<file path="src/rtl/load_hazard_scoreboard.sv">
// -----------------------------------------------------------------------------
// load_hazard_scoreboard
//
// Load-use hazard unit for the 5-stage RISC-V core. It sits beside the IF/ID
// and ID/EX registers and keeps one countdown counter per architectural
// register, per register file (integer and float). A load leaving EX loads
// its counter with LOAD_LAT-1. The counter then counts down once per
// unfrozen cycle. Any consumer in IF/ID that reads a register still in
// flight is stalled until the load data can be forwarded. With LOAD_LAT=1
// this reduces to the classic one-bubble load-use stall.
//
// Parameters
//   NREG      registers per file (power of 2)
//   RBITS     register index width (log2(NREG))
//   LOAD_LAT  cycles from a load leaving EX until its data is forwardable (>=1)
//
// Ports
//   clk                  in   core clock
//   rst_n                in   asynchronous active-low reset
//   id_ex_valid          in   ID/EX holds a real instruction (0 = bubble)
//   id_ex_memread        in   ID/EX instruction is a load
//   id_ex_rd_sel         in   load destination file: 0 = integer, 1 = float
//   id_ex_register_rd    in   load destination index
//   ex_flush             in   branch mispredict: ID/EX contents killed this cycle
//   mem_wait             in   data memory busy: whole pipeline frozen this cycle
//   if_id_rs1_sel/_rs2_sel           in  source file selects
//   if_id_rs1_used/_rs2_used         in  source actually read by IF/ID instruction
//   if_id_register_rs1/_rs2          in  source indices
//   pc_write             out  1 = PC may advance
//   if_id_write          out  1 = IF/ID may load
//   control_sel          out  1 = pass decoded controls, 0 = inject bubble
//   stall                out  ~pc_write, for debug/perf
//   stall_cycles         out  (HAZ_STALL_CNT_EN only) saturating count of
//                             cycles with stall=1 and mem_wait=0
//
// Build option
//   HAZ_STALL_CNT_EN  define to add the stall_cycles performance counter.
// -----------------------------------------------------------------------------
module load_hazard_scoreboard #(
  parameter int NREG     = 32,
  parameter int RBITS    = 5,
  parameter int LOAD_LAT = 1
) (
  input  logic             clk,
  input  logic             rst_n,
  input  logic             id_ex_valid,
  input  logic             id_ex_memread,
  input  logic             id_ex_rd_sel,
  input  logic [RBITS-1:0] id_ex_register_rd,
  input  logic             ex_flush,
  input  logic             mem_wait,
  input  logic             if_id_rs1_sel,
  input  logic             if_id_rs2_sel,
  input  logic             if_id_rs1_used,
  input  logic             if_id_rs2_used,
  input  logic [RBITS-1:0] if_id_register_rs1,
  input  logic [RBITS-1:0] if_id_register_rs2,
  output logic             pc_write,
  output logic             if_id_write,
  output logic             control_sel,
  output logic             stall
`ifdef HAZ_STALL_CNT_EN
  ,
  output logic [15:0]      stall_cycles
`endif
);

  localparam int CW = $clog2(LOAD_LAT + 1);
  localparam logic [CW-1:0] ISSUE_VAL = CW'(LOAD_LAT - 1);

  // Scoreboard: [file][register] remaining cycles until forwardable.
  logic [CW-1:0]          r_cnt [2][NREG];

  logic                   w_rd_tracked;
  logic                   w_ex_load;
  logic                   w_issue;
  logic [1:0][NREG-1:0]   w_issue_dec;
  logic                   w_pend_rs1;
  logic                   w_pend_rs2;
  logic                   w_haz_rs1;
  logic                   w_haz_rs2;
  logic                   w_hazard;

  // Per-source hazard: a used source conflicts either with the load that is
  // in EX right now, or with a load that already left EX and is still
  // counting down.
  function automatic logic src_hazard(
    input logic             used,
    input logic             sel,
    input logic [RBITS-1:0] idx,
    input logic             ex_load,
    input logic             ex_sel,
    input logic [RBITS-1:0] ex_rd,
    input logic             pend
  );
    logic direct;
    direct = ex_load & (sel == ex_sel) & (idx == ex_rd);
    return used & (direct | pend);
  endfunction

  // Saturating 16-bit increment for the performance counter.
  function automatic logic [15:0] sat_inc16(input logic [15:0] val);
    return (val == 16'hFFFF) ? val : val + 16'd1;
  endfunction

  // Integer x0 is hard-wired zero, so it is never a load target worth
  // tracking. Float f0 is an ordinary register.
  always_comb begin
    w_rd_tracked = id_ex_rd_sel | (id_ex_register_rd != '0);
    w_ex_load    = id_ex_valid & id_ex_memread & ~ex_flush & w_rd_tracked;
    w_issue      = w_ex_load & ~mem_wait;
  end

  always_comb begin
    w_issue_dec = '0;
    if (w_issue) begin
      w_issue_dec[id_ex_rd_sel][id_ex_register_rd] = 1'b1;
    end
  end

  // The x0 mask keeps a source of integer x0 from ever matching, regardless
  // of what the scoreboard holds.
  always_comb begin
    w_pend_rs1 = (r_cnt[if_id_rs1_sel][if_id_register_rs1] != '0) &
                 (if_id_rs1_sel | (if_id_register_rs1 != '0));
    w_pend_rs2 = (r_cnt[if_id_rs2_sel][if_id_register_rs2] != '0) &
                 (if_id_rs2_sel | (if_id_register_rs2 != '0));
    w_haz_rs1  = src_hazard(if_id_rs1_used, if_id_rs1_sel, if_id_register_rs1,
                            w_ex_load, id_ex_rd_sel, id_ex_register_rd, w_pend_rs1);
    w_haz_rs2  = src_hazard(if_id_rs2_used, if_id_rs2_sel, if_id_register_rs2,
                            w_ex_load, id_ex_rd_sel, id_ex_register_rd, w_pend_rs2);
    w_hazard   = w_haz_rs1 | w_haz_rs2;
  end

  // Countdown update. A new issue overwrites whatever the entry held. Other
  // busy entries tick down only while the pipeline is moving, because a
  // frozen pipeline also freezes the load in MEM.
  always_ff @(posedge clk or negedge rst_n) begin
    if (!rst_n) begin
      for (int f = 0; f < 2; f++) begin
        for (int r = 0; r < NREG; r++) begin
          r_cnt[f][r] <= '0;
        end
      end
    end else begin
      for (int f = 0; f < 2; f++) begin
        for (int r = 0; r < NREG; r++) begin
          if (w_issue_dec[f][r]) begin
            r_cnt[f][r] <= ISSUE_VAL;
          end else if (!mem_wait && (r_cnt[f][r] != '0)) begin
            r_cnt[f][r] <= r_cnt[f][r] - CW'(1);
          end
        end
      end
    end
  end

  // Reset gates the hazard off combinationally, so the core sees "advance"
  // for as long as rst_n is low, not only after the next edge.
  always_comb begin
    stall       = w_hazard & rst_n;
    pc_write    = ~stall;
    if_id_write = ~stall;
    control_sel = ~stall;
  end

`ifdef HAZ_STALL_CNT_EN
  logic [15:0] r_stall_cycles;

  always_ff @(posedge clk or negedge rst_n) begin
    if (!rst_n) begin
      r_stall_cycles <= '0;
    end else if (stall && !mem_wait) begin
      r_stall_cycles <= sat_inc16(r_stall_cycles);
    end
  end

  assign stall_cycles = r_stall_cycles;
`else
  // No performance counter in this build.
`endif

endmodule

</file>
<file path="config.mk">
export PLATFORM = sky130hd
export DESIGN_NAME = load_hazard_scoreboard
export DESIGN_NICKNAME = d
export VERILOG_FILES = /design/src/rtl/load_hazard_scoreboard.sv
export SDC_FILE = /design/constraint.sdc
export NUM_CORES = 1
export LEC_CHECK = 0
export ABC_CLOCK_PERIOD_IN_PS = 5900
export CAP_MARGIN = 40
export CORE_MARGIN = 5
export CORE_UTILIZATION = 58
export CTS_BUF_LIST = sky130_fd_sc_hd__clkbuf_16
export DETAILED_ROUTE_END_ITERATION = 6
export GPL_ROUTABILITY_DRIVEN = 0
export PLACE_DENSITY = 0.8
export SYNTH_ARGS = -nofsm -noshare
export SYNTH_HDL_FRONTEND = slang
export SYNTH_SLANG_ARGS = --single-unit
</file>
<file path="constraint.sdc">
create_clock -name clk -period 5.9 [get_ports clk]
set_input_delay 1.77 -clock clk [delete_from_list [all_inputs] [get_ports clk]]
set_output_delay 1.77 -clock clk [all_outputs]
set_load 0.03 [all_outputs]
</file>
## Word level (Yosys, flattened, before mapping)

Index checks and enable logic that the tools add are counted.
Widths: inputs -> output; s select.

- Flip-flop bits (word level): 64
- Output and inout bits: 4
- Logic and storage cells: 445

- Add/sub/neg operators: 64
- Magnitude comparators: 8
- Equality and inequality tests: 4
- Mux-type cells: 145
- Bitwise gates (word level): 26
- Reductions and logical operators: 134

Operators with widths:

| cell | number |
|---|---|
| $mux 32 | 7 |
| $mux 1 | 133 |
| $reduce_bool 2->1 | 64 |
| $logic_and 1x1->1 | 66 |
| $mux 64 | 1 |
| $sub 1x1->1 const B | 64 |
| $demux 32 s1 | 1 |
| $reduce_bool 5->1 | 3 |
| $and 1x1->1 | 13 |
| $ge 6x6->1 const B | 2 |
| $not 5->6 | 2 |
| $bmux 1 s5 | 2 |
| $eq 5x5->1 | 2 |
| $lt 5x6->1 const B | 1 |
| $or 1x1->1 | 6 |
| $demux 1 s5 | 1 |
| $ge 5x1->1 const B | 1 |
| $ge 2x2->1 const B | 2 |
| $not 1->2 | 2 |
| $not 1->1 | 3 |
| $eq 1x1->1 | 2 |
| $lt 1x2->1 const B | 1 |
| $ge 1x1->1 const B | 1 |
| $logic_not 1->1 | 1 |

## Depth between registers and ports, before layout

- Depth after elaboration: 13
- Gate-level depth with buffers: 10
- Gate-level depth less buffers: 6

## Worst setup path before layout

No wires, ideal clock.

- Kind: input to output
- Start: input if_id_register_rs1[0]
- End: output if_id_write
- Arrival: 4.606 ns
- Data required time: 4.130 ns
- Setup slack: -0.476 ns
- Cell stages on the path: 8
- Path buffers: 3
- Cells stage by stage: clkbuf_1 -> clkbuf_1 -> mux4_1 -> mux2_2 -> o211ai_2 -> nor2_1 -> nor4_1 -> buf_4

- Cells in the longest elaborated chain, start to end: 10
- Elaborated cells on any way between the ends: 14
- Classes of those cells: eq/ne: 1; mux: 3; bitwise: 9; reduce/logical: 1

RTL lines:

| element | RTL line | text |
|---|---|---|
| start: declaration | 56 | `input logic [RBITS-1:0] if_id_register_rs1,` |
| $not 5->6 (implied by the code) | 124 | `w_pend_rs1 = (r_cnt[if_id_rs1_sel][if_id_register_rs1] != '0) &` |
| $bmux 1 s5 | 124 |  |
| $mux 1 (implied by the code) (2 in a row) | 124 |  |
| $and 1x1->1 | 124 |  |
| $or 1x1->1 (*) | 98 | `return used & (direct \| pend);` |
| $and 1x1->1 (*) | 98 |  |
| $or 1x1->1 (*) | 132 | `w_hazard = w_haz_rs1 \| w_haz_rs2;` |
| $and 1x1->1 (*) | 161 | `stall = w_hazard & rst_n;` |
| $not 1->1 (*) | - |  |
| end: declaration | 59 | `output logic if_id_write,` |

Mark *: on every way between the ends. The rest lies on a longest branch, timed or not. The select of a mux whose other input is x is not followed.

## Worst setup path after layout

- Start: input if_id_register_rs1[0]
- End: output stall

- Cells in the longest elaborated chain, start to end: 9
- Elaborated cells on any way between the ends: 13
- Classes of those cells: eq/ne: 1; mux: 3; bitwise: 8; reduce/logical: 1

RTL lines:

| element | RTL line | text |
|---|---|---|
| $not 5->6 (implied by the code) | 124 |  |
| $bmux 1 s5 | 124 |  |
| $mux 1 (implied by the code) (2 in a row) | 124 |  |
| $and 1x1->1 | 124 |  |
| $or 1x1->1 (*) | 98 |  |
| $and 1x1->1 (*) | 98 |  |
| $or 1x1->1 (*) | 132 |  |
| $and 1x1->1 (*) | 161 |  |
| end: declaration | 61 | `output logic stall` |

Marks and branches as above.

==> out/summary.json <==
{
  "rsz0062_at_grt": "no",
  "global_route.usage.total_pct": 22.4,
  "yosysSeqAreaShare_pct": 46.2,
  "worst-endpoint-arrival_ns": 4.05,
  "maximum_number_of_pins_on_one_net_before_global_route_repair": 65,
  "initial_antenna_violation_count": 0,
  "cts-root-to-sink-buffers": 2,
  "r2r_slack_ns": 5.21,
  "max_stage_delay_ns": 0.56,
  "chipWidth_um": 87.3,
  "synth.net_count": 308,
  "min_path_cells": 1,
  "finalCritPeriodShare_pct": 98.7,
  "critical_path_class": "input pin to output pin",
  "post_synth_inst_count": 282,
  "power.static_leakage_nw": 2.10,
  "first_global_vias": 2577,
  "reg2reg_depth": 1,
  "num_vias": 2453,
  "final-seq-area_sq_um": 1600,
  "worst_path_required_time_ns": 4.13,
  "pwr_density_cell_nw_per_um2": 239,
  "cts_tree": "yes",
  "portBuffers": 29,
  "h-tree-depth": 3,
  "die_ht_um": 87.3,
  "drt-total-wl_um": 7960,
  "synth_register_bits": 64,
  "timing.fmax_mhz": 172,
  "multi_input_comb_area_sq_um": 1770,
  "wl_per_cell_um": 19.1,
  "detail_route.drc_violations": 0,
  "synth_ff_type": "dfrtp_1",
  "insertion_delay_ns": 0.33,
  "final-hold-violation-count": 0,
  "area.growth.synth_to_final_pct": 27.1,
  "setup_tns_ns": 0,
  "number_of_fill_cells_in_the_layout": 354,
  "start_kind": "input pin",
  "synthesis.area_per_instance_sq_um": 12.3,
  "slew-limit-headroom_pct": 47.5,
  "initial_core_util_pct": 59.2,
  "post_layout_nets": 364,
  "setup.worst_path.end_class": "output pin",
  "die-area_sq_um": 7620,
  "registers.top_by_ff_count": "r_cnt",
  "ys_warn_count": 0,
  "timing.critical_path.buf_inv": 3,
  "dpl-instance-area_sq_um": 4030,
  "clock_tree.root_cell": "clkbuf_16",
  "cts_buffers": 9,
  "rr_endpoint": "r_cnt[62]",
  "timing.critical_path.max_delay_family": "simple AND/OR/NAND/NOR gates",
  "grt_first_pass_wirelength_um": 12800,
  "tightest_slew_ns": 0.787,
  "area_of_the_mapped_netlist_sq_um": 3470,
  "worstPathCellList": "clkdlybuf4s50_1 > buf_12 > nor2b_1 > a22oi_1 > and4_1 > a31oi_1 > a31oi_1 > or4_4 > buf_6",
  "timing.critical_path.fanout_max": 15,
  "worstReg2RegStart": "r_cnt[62]",
  "cts.reportedPaths.clkPinSlew_ns": 0.05,
  "detail_route.iter0.violations": 121,
  "diodes": 0,
  "fin_worst_skew_ns": 0,
  "postLayoutCellArea_sq_um": 4410,
  "number_of_enable_type_register_cells_in_the_synthesized_netlist": 0,
  "crit_path_frequent_cell": "a31oi_1",
  "grt_overflow_total": 0,
  "timing.critical_path.slowest_stage_cell": "or4_4",
  "cap_viol_max_count": 0,
  "drt_first_pass_iters": 6,
  "placement.setup.worst_slack_ns": -0.623,
  "ioPinCount": 30,
  "setup-violations-final": 0,
  "synth_async_sr_flop_share_pct": 100,
  "cts_num_sinks": 64,
  "synth.distinct_cells": 34,
  "maxSlewViolCount": 0,
  "holdCritPathClass": "flop to flop",
  "setup_ws_ns": 0.0764,
  "core_area_sq_um": 5850,
  "hold_end": "r_cnt[27]",
  "hpwl_um": 5170,
  "worst_supply_voltage_drop_on_vdd_mv": 0.187,
  "status": "finished, final reports clean",
  "holdCritStartpoint": "r_cnt[27]",
  "largest_register_ff_count": 64,
  "post_route_cells_drive_above_1_share_pct": 25.1,
  "biggestRegsByFlops": "r_cnt (64)",
  "final_antenna_net_count": 0,
  "timing.final.crit_period_ns": 5.82,
  "routed_via_density": 5.88,
  "placement_rows": 28
}
-- per-stage QoR --
step	util, %	std cells	power (mW)	hold WS (ns)
2_1_floorplan	-	282	0.498	0.449
3_3_place_gp	68.9	399	0.552	0.481
3_5_place_dp	68.9	399	0.554	0.476
4_1_cts	74.4	416	1.06	0.502
5_1_grt	75.3	417	1.09	0.516
6_report	75.3	417	1.05	0.500
-- final cells by class --
class / instances / share of cell area [%]
sequential: 64 / 36.3
timing repair buffer: 68 / 14.9
clock inverter: 6 / 1.22
inverter: 1 / 0.0852
tap: 75 / 2.13
clock buffer: 9 / 5.11
multi-input combinational: 194 / 40.2
-- synthesized netlist by cell type (all sizes together), types with 3 or more instances --
master | n | area (sq um)
nand3b | 5 | 37.5
mux2i | 24 | 240
nor4 | 3 | 18.8
a22oi | 4 | 30.0
xor2 | 10 | 87.6
buf | 12 | 88.8
dfrtp | 64 | 1600
nor2 | 6 | 22.5
a31oi | 5 | 31.3
mux2 | 9 | 101
and2 | 64 | 400
nand2 | 8 | 30.0
clkbuf | 11 | 41.3
mux4 | 21 | 503
nand3 | 9 | 45.0
nor2b | 4 | 25.0
nor3 | 5 | 25.0
-- how the worst max path moves through the flow --
stage,start,end,slack [ns],cells after the start
after floorplan,if_id_register_rs1[0],if_id_write,0.17,8
after global placement,if_id_rs1_sel,stall,-0.61,8
after detailed placement,if_id_rs1_sel,stall,-0.62,8
after CTS,if_id_rs2_sel,stall,0.01,9
after global routing,if_id_register_rs2[0],stall,0.006,9
final,if_id_register_rs1[0],stall,0.08,9
-- layout by cell type, fill, tap and decap left out, types with 2 or more instances in the layout --
cell type,Yosys,final
nor2b_1,4,4
nand4_1,2,2
nand2b_1,2,2
inv_1,1,3
buf_6,2,4
nand3b_1,5,5
a22oi_2,0,2
mux4_1,8,8
xnor2_1,2,2
and2_1,64,64
dfrtp_1,64,64
buf_12,1,3
mux4_2,13,13
nor2_1,6,6
nand3_1,9,9
nand2_1,8,8
nor4_1,3,2
a311oi_1,2,2
mux2_2,9,9
nor3_1,5,5
clkbuf_16,0,9
a31oi_1,5,4
clkdlybuf4s50_1,0,22
xor2_1,10,10
mux2i_1,24,24
buf_4,2,33
a22oi_1,4,2
buf_8,0,2
-- kinds of logic (layout without fill, tap and decap cells) --
logic type      after synthesis  count (layout)  synth area share (%)
simple gates                112             112                  19.0
flops                        64              64                  46.2
mux                          54              54                  24.4
buf+inv                      24              84                  3.86
compound gates               16              16                  3.50
xor+xnor                     12              12                  3.03
-- report_power, final --
part           leakage [nW]  total (mW)  internal (mW)  switching [mW]
sequential            0.895       0.440          0.440               0
combinational          1.06       0.115         0.0577          0.0574
clock                 0.141       0.498          0.318           0.179
-- metal layers --
metal / share of wire [%] / vias to the layer above / GRT usage, %
met1: 43 / 1240 / 28.7
met5: 0 / - / 0
li1: - / 1124 / -
met2: 50 / 76 / 36.2
met4: 1.8 / 0 / 9.34
met3: 5.8 / 13 / 5.87
-- timing repair --
action                                  in CTS  in global routing
resized for setup                            9                 14
gates cloned                                 1                  0
pin swaps                                    0                  3
hold buffers                                 0                  0
buffers inserted                             1                  1
endpoints found under the setup margin       4                  4
No activity file was read; power rests on OpenSTA's default activity.
